===== config.mk =====
export PLATFORM = sky130hd
export DESIGN_NAME = word_serializer
export DESIGN_NICKNAME = d
export VERILOG_FILES = /design/src/rtl/serializer_pkg.sv /design/src/rtl/piso_shift_reg.sv /design/src/rtl/word_serializer.sv
export SDC_FILE = /design/constraint.sdc
export NUM_CORES = 1
export LEC_CHECK = 0
export ABC_AREA = 1
export BUFFER_PORTS_ARGS = -buffer_cell sky130_fd_sc_hd__buf_2
export CORE_ASPECT_RATIO = 0.8
export CORE_MARGIN = 2
export CORE_UTILIZATION = 25
export CTS_CLUSTER_SIZE = 24
export DETAILED_ROUTE_END_ITERATION = 7
export GPL_TIMING_DRIVEN = 0
export HOLD_SLACK_MARGIN = 0.08
export PLACE_DENSITY = 0.48
export SLEW_MARGIN = 20
export SYNTH_ARGS = -nofsm -noshare
export SYNTH_HDL_FRONTEND = slang
export SYNTH_SLANG_ARGS = --single-unit
export TNS_END_PERCENT = 100

===== constraint.sdc =====
create_clock -name clock -period 4.4 [get_ports clock]
set_clock_uncertainty 0.05 [all_clocks]
set_input_delay 1.32 -clock clock [delete_from_list [all_inputs] [get_ports clock]]
set_output_delay 1.32 -clock clock [all_outputs]
set_load 0.02 [all_outputs]

===== src/rtl/serializer_pkg.sv =====
// Shared definitions for the word serializer: FSM state encoding and counter sizing.
package serializer_pkg;

    typedef enum logic [1:0] {
        IDLE   = 2'b00,
        SHIFT  = 2'b01,
        PARITY = 2'b10
    } state_t;

    // Width of the beat counter that indexes data bits 0..width-1.
    function automatic int cnt_w(input int width);
        return $clog2(width);
    endfunction

endpackage


===== src/rtl/piso_shift_reg.sv =====
// Parallel-load, right-shifting register with enable and async clear.
// q is the serial output (bit 0); load wins over shift.
module piso_shift_reg #(
    parameter int WIDTH = 32
) (
    input  logic             clock,
    input  logic             reset,
    input  logic             load,
    input  logic             shift,
    input  logic [WIDTH-1:0] d,
    output logic             q
);

    logic [WIDTH-1:0] bits;

    // NOTE: flops are written only with <= so every bit samples the pre-edge neighbour value.
    always_ff @(posedge clock or posedge reset) begin
        if (reset) begin
            bits <= '0;
        end else if (load) begin
            bits <= d;
        end else if (shift) begin
            bits <= {1'b0, bits[WIDTH-1:1]};
        end
    end

    assign q = bits[0];

endmodule


===== src/rtl/word_serializer.sv =====
// LSB-first word serializer with valid/ready on both sides and an optional even-parity trailer.
// All outputs are decoded from registered state; no combinational path from out_ready or in_valid.
module word_serializer
    import serializer_pkg::*;
#(
    parameter int WIDTH     = 32,
    parameter bit PARITY_EN = 1'b1
) (
    input  logic             clock,
    input  logic             reset,
    input  logic [WIDTH-1:0] data_in,
    input  logic             in_valid,
    output logic             in_ready,
    input  logic             out_ready,
    output logic             ser_bit,
    output logic             ser_valid,
    output logic             ser_sof,
    output logic             ser_eof,
    output logic             busy
);

    localparam int CNT_W = cnt_w(WIDTH);

    state_t           state;
    state_t           state_next;
    logic [CNT_W-1:0] count;
    logic             par;
    logic             shreg_bit;
    logic             load;
    logic             shift;
    logic             last_bit;

    assign load     = (state == IDLE) && in_valid;
    assign shift    = (state == SHIFT) && out_ready;
    assign last_bit = (count == CNT_W'(WIDTH - 1));

    piso_shift_reg #(.WIDTH(WIDTH)) u_shreg (
        .clock (clock),
        .reset (reset),
        .load  (load),
        .shift (shift),
        .d     (data_in),
        .q     (shreg_bit)
    );

    always_ff @(posedge clock or posedge reset) begin
        if (reset) begin
            state <= IDLE;
        end else begin
            state <= state_next;
        end
    end

    // NOTE: default assignment first so every path drives state_next and no latch is inferred.
    always_comb begin
        state_next = state;
        case (state)
            IDLE:    if (in_valid) state_next = SHIFT;
            SHIFT:   if (out_ready && last_bit) state_next = PARITY_EN ? PARITY : IDLE;
            PARITY:  if (out_ready) state_next = IDLE;
            default: state_next = IDLE;
        endcase
    end

    // Count wraps to zero on the final data beat so it never exceeds WIDTH-1.
    always_ff @(posedge clock or posedge reset) begin
        if (reset) begin
            count <= '0;
            par   <= 1'b0;
        end else if (load) begin
            count <= '0;
            par   <= ^data_in;
        end else if (shift) begin
            count <= last_bit ? '0 : count + CNT_W'(1);
        end
    end

    always_comb begin
        in_ready  = 1'b0;
        ser_valid = 1'b0;
        ser_bit   = 1'b0;
        ser_sof   = 1'b0;
        ser_eof   = 1'b0;
        case (state)
            IDLE: begin
                in_ready = 1'b1;
            end
            SHIFT: begin
                ser_valid = 1'b1;
                ser_bit   = shreg_bit;
                ser_sof   = (count == '0);
                ser_eof   = last_bit && !PARITY_EN;
            end
            PARITY: begin
                ser_valid = 1'b1;
                ser_bit   = par;
                ser_eof   = 1'b1;
            end
            default: begin
                in_ready = 1'b0;
            end
        endcase
    end

    assign busy = (state != IDLE);

endmodule


* Word-level counts from Yosys, hierarchy flattened *
Index checks and enable logic that the tools add are counted.

storage, ports and cells
  output and inout port bits = 6
  bits in registers = 40
  input port bits = 36

cells by class
  muxes and demuxes = 14
  eq/ne operators = 6
  reduce and logical (&&, ||, !) cells = 10
  add/sub/neg operators = 1

operators by type and width
  cell                 number
  $mux 32              2
  $reduce_xor 32->1    1
  $mux 5               3
  $mux 2               3
  $pmux 2 s3           1
  $add 5x1->5 const B  1
  $eq 5x5->1 const B   1
  $logic_not 5->1      1
  $mux 1               4
  $ne 2x2->1 const B   2
  $reduce_bool 2->1    2
  $logic_and 1x1->1    3
  $reduce_and 3->1     1
  $eq 2x1->1 const B   1
  $eq 2x2->1 const B   1
  $logic_not 2->1      1
  $ne 2x1->1 const B   1
  $pmux 1 s2           1
  $reduce_or 2->1      1

* Longest topological paths before layout *
  depth in word-level cells = 4
  depth in mapped cells = 13

* By module *
A second synthesis with hierarchy kept.

second synthesis, totals
  cell total of the unflattened synthesis = 448
  area total of the unflattened synthesis = 2,812.7 um^2

by module, submodules not included
  module           area an instance (um^2)  cells each  instances
  piso_shift_reg   1,482.7                  175         1
  word_serializer  1,330.0                  273         1

* Worst setup path before layout *
OpenSTA, ideal clock, no wires.

  path type = reg-to-output
  start point = register state[0]
  end point = output port ser_bit
  path buffers = 0
  arrival time = 1,373 ps
  path slack = 1,657 ps
  stages on the path, launching flop included = 4
  path through = dfrtp_1 -> inv_1 -> ha_1 -> a21boi_0

between the ends
  cells in the longest elaborated chain, start to end = 2
  elaborated cells on any way between the ends = 3
  those cells by class = eq/ne (2); mux (1)

ends and longest elaborated chain
  element                                   RTL line               text
  start: declaration                        word_serializer.sv:24  state_t state;
  start signal: assignment                  word_serializer.sv:50  state <= state_next;
  $eq 2x2->1 or $eq 2x1->1 (tied branches)  word_serializer.sv:84  case (state)
  $pmux 1 s2 (*)                            word_serializer.sv:84
  end: declaration                          word_serializer.sv:15  output logic ser_bit,

Mark *: on every way between the ends. The rest lies on a longest branch, timed or not.

* Worst setup path after layout *
  start point = register state[1]
  end point = output port ser_sof

between the ends
  cells in the longest elaborated chain, start to end = 2

ends and longest elaborated chain
  element           RTL line               text
  $eq 2x1->1        word_serializer.sv:84
  $mux 1            word_serializer.sv:84
  end: declaration  word_serializer.sv:17  output logic ser_sof,

No other way between the ends.

==> impl_metrics.toml <==
[clock_tree]
cts-buffers-inserted = 5
cts_buffer_depth = 2
cts_tree = "done"
cts_sinks = 40
ctsHoldBuffers = 0
h-tree-depth = 2
clk_pin_slew_ns = 0.05
postCtsSetupBuffers = 0
cts_resized = 0
clock-root-buffer = "clkbuf_16"
clk_latency_ns = 0.28

[sta]
min_period_over_period_pct = 67.6
rsz0062_at_grt = "no"
fmax_mhz = 336
finalMaxSlewViolations = 0
fin_hold_ws_ns = 0.466
setup_viol = 0
worst_pin_slew_ns = 0.489
finalHoldViolations = 0
relSlewSlack_pct = 67.3
setup_tns_ns = 0
finalCriticalPeriod_ns = 2.97

[logic_synthesis]
yosysWarnings = 0
yosysSeqAreaShare_pct = 36.5
avgSynthCellArea_um2 = 6.27
ys_top_cells_by_count = "nand2_1, inv_1, o21ai_0"
syn_area_um2 = 2750
yosys.area.top_type = "dfrtp_1"
yosys-top-cells-area = "dfrtp_1, nand2_1, o21ai_0"
synthMostInstantiatedCell = "nand2_1"
syn_inst = 438
synthArstFlopShare_pct = 100
ys.flop_type = "dfrtp_1"
synth_nets = 482
ys_ff_latch = 40
synth_edf_count = 0
synth_top_area_share_pct = 36.5
synth.distinct_cells = 24

[routing]
vias = 2731
drc = 0
drt-initial-drc-count = 93
wl_um = 6820
ant_nets = 0
dr.pass1.iters = 6
via_per_inst = 4.34
wire_per_inst_um = 10.8

[global_route]
grt-ovfl-total = 0
grt_pass1_vias = 2629
grt_pass1_wl_um = 11900
track_usage_pct = 12.5
grt_start_max_net_pins = 22
antenna_found_initial = 0

[finish]
area_growth_pct = 19.6
diodes = 0
finalNetCount = 531
drive_above_1_share_pct = 13.4
fillCellCount = 1201

[setup_path]
slowest_stage = "dfrtp_1"
cp_slowest_stage_delay_ns = 0.37
cp.required_ns = 3.03
reg2reg_slack_ns = 2.58
path_max_fanout = 5
arrival_ns = 1.60
cp-end-kind = "primary output"
critical_path_class = "reg -> out"
cp_cell_sequence = "inv_1 > ha_1 > nand3_1 > nor3_1 > buf_2"
setup.worst_path.start_class = "flop"

[power]
power_density_nw_per_um2 = 532
p_leak_nw = 1.80
vdd_drop_max_mv = 0.151

[floorplanning]
start_util_pct = 25.4
io_pins = 42
die_w_um = 121
core.rowCount = 34
core_um2 = 10800
dieArea_um2 = 11800
die_y_um = 97.7

[worst_hold_path]
hold_class = "reg -> reg"

[run_status]
run_status = "finished, final reports clean"

[placement]
gp_congestion = 0.781
place_hpwl_um = 5400
port_buffers = 41

[flow_run]
maxCapViolations = 0
## stage by stage
| step | setup slack (ns) | utilization (%) | power [mW] | instance area [µm²] | cells |
|---|---|---|---|---|---|
| CTS | 1.38 | 30.4 | 1.77 | 3280 | 629 |
| floorplan | 1.66 | - | 1.20 | 2750 | 438 |
| detailed placement | 1.69 | 29.2 | 1.43 | 3160 | 624 |
| finish | 1.43 | 30.4 | 1.75 | 3280 | 629 |
| global route | 1.28 | 30.4 | 1.93 | 3280 | 629 |
| global placement | 1.45 | 29.0 | 1.41 | 3130 | 623 |
## cell usage in the layout, fill, tap and decap left out
cell / n
o22ai_1: 1
buf_16: 1
inv_1: 47
nand3_1: 11
inv_2: 6
o221ai_1: 1
clkbuf_1: 7
nor3_1: 1
nor2_1: 41
dfrtp_1: 40
a21o_1: 1
o32ai_1: 1
nand2_2: 5
o21ai_0: 44
clkbuf_16: 5
nand4_1: 1
nand2_1: 179
ha_1: 8
buf_4: 1
buf_2: 45
xor2_1: 2
nor2_2: 2
a21boi_0: 1
xnor2_1: 3
clkinv_1: 2
a21oi_1: 29
## final cells by class
| class | count | area, µm² | share of cell area, % |
|---|---|---|---|
| Tap cell | 144 | 180 | 5.49 |
| Timing Repair Buffer | 42 | 233 | 7.09 |
| Clock buffer | 5 | 125 | 3.81 |
| Multi-Input combinational cell | 331 | 1480 | 45.2 |
| Sequential cell | 40 | 1000 | 30.5 |
| Inverter | 55 | 206 | 6.29 |
| Buffer | 12 | 53.8 | 1.64 |
## state kept, by name, indices dropped and copies added (netlist names)
register	cells
par	1
count	5
u_shreg.bits	32
state	2
## per-layer routing
metal / vias up / GRT usage [%] / share of wire [%] / wire, µm
met5: - / 0 / 0 / 0
met4: 0 / 2.39 / 0.62 / 42
met3: 5 / 2.99 / 3.7 / 255
met2: 38 / 19.5 / 44 / 2990
met1: 1236 / 17.6 / 52 / 3540
li1: 1452 / - / - / -
## where the power goes
group	internal (mW)	switching, mW	total (mW)
sequential	0.553	0.0852	0.639
combinational	0.276	0.501	0.777
clock	0.200	0.131	0.331
## critical path: cells and delay by family (launching register included)
kind	cells	cell delay (ns)
flip-flops	1	0.37
buffers and inverters	2	0.35
AND/OR/NAND/NOR	2	0.31
adder cells (fa/ha/maj)	1	0.28
## logic make-up after synthesis
family | Yosys count | share of synthesized area (%)
buf+inv | 67 | 9.48
flops | 40 | 36.5
xor+xnor | 5 | 1.60
compound gates | 78 | 14.7
fa+ha+maj | 8 | 3.65
simple gates | 240 | 34.1
## final timing paths
path	endpoint	depth (start not counted)	startpoint
worst max-delay path	ser_sof	5	state[1]$_DFFE_PP0P_
min in group asynchronous	u_shreg.bits[21]$_DFFE_PP0P_	2	reset
worst min register to register	u_shreg.bits[11]$_DFFE_PP0P_	2	u_shreg.bits[11]$_DFFE_PP0P_
max in group asynchronous	u_shreg.bits[7]$_DFFE_PP0P_	3	reset
worst max register to register	u_shreg.bits[21]$_DFFE_PP0P_	6	state[1]$_DFFE_PP0P_
worst min-delay path	u_shreg.bits[11]$_DFFE_PP0P_	2	u_shreg.bits[11]$_DFFE_PP0P_
Power figures use the tool's default switching activity.
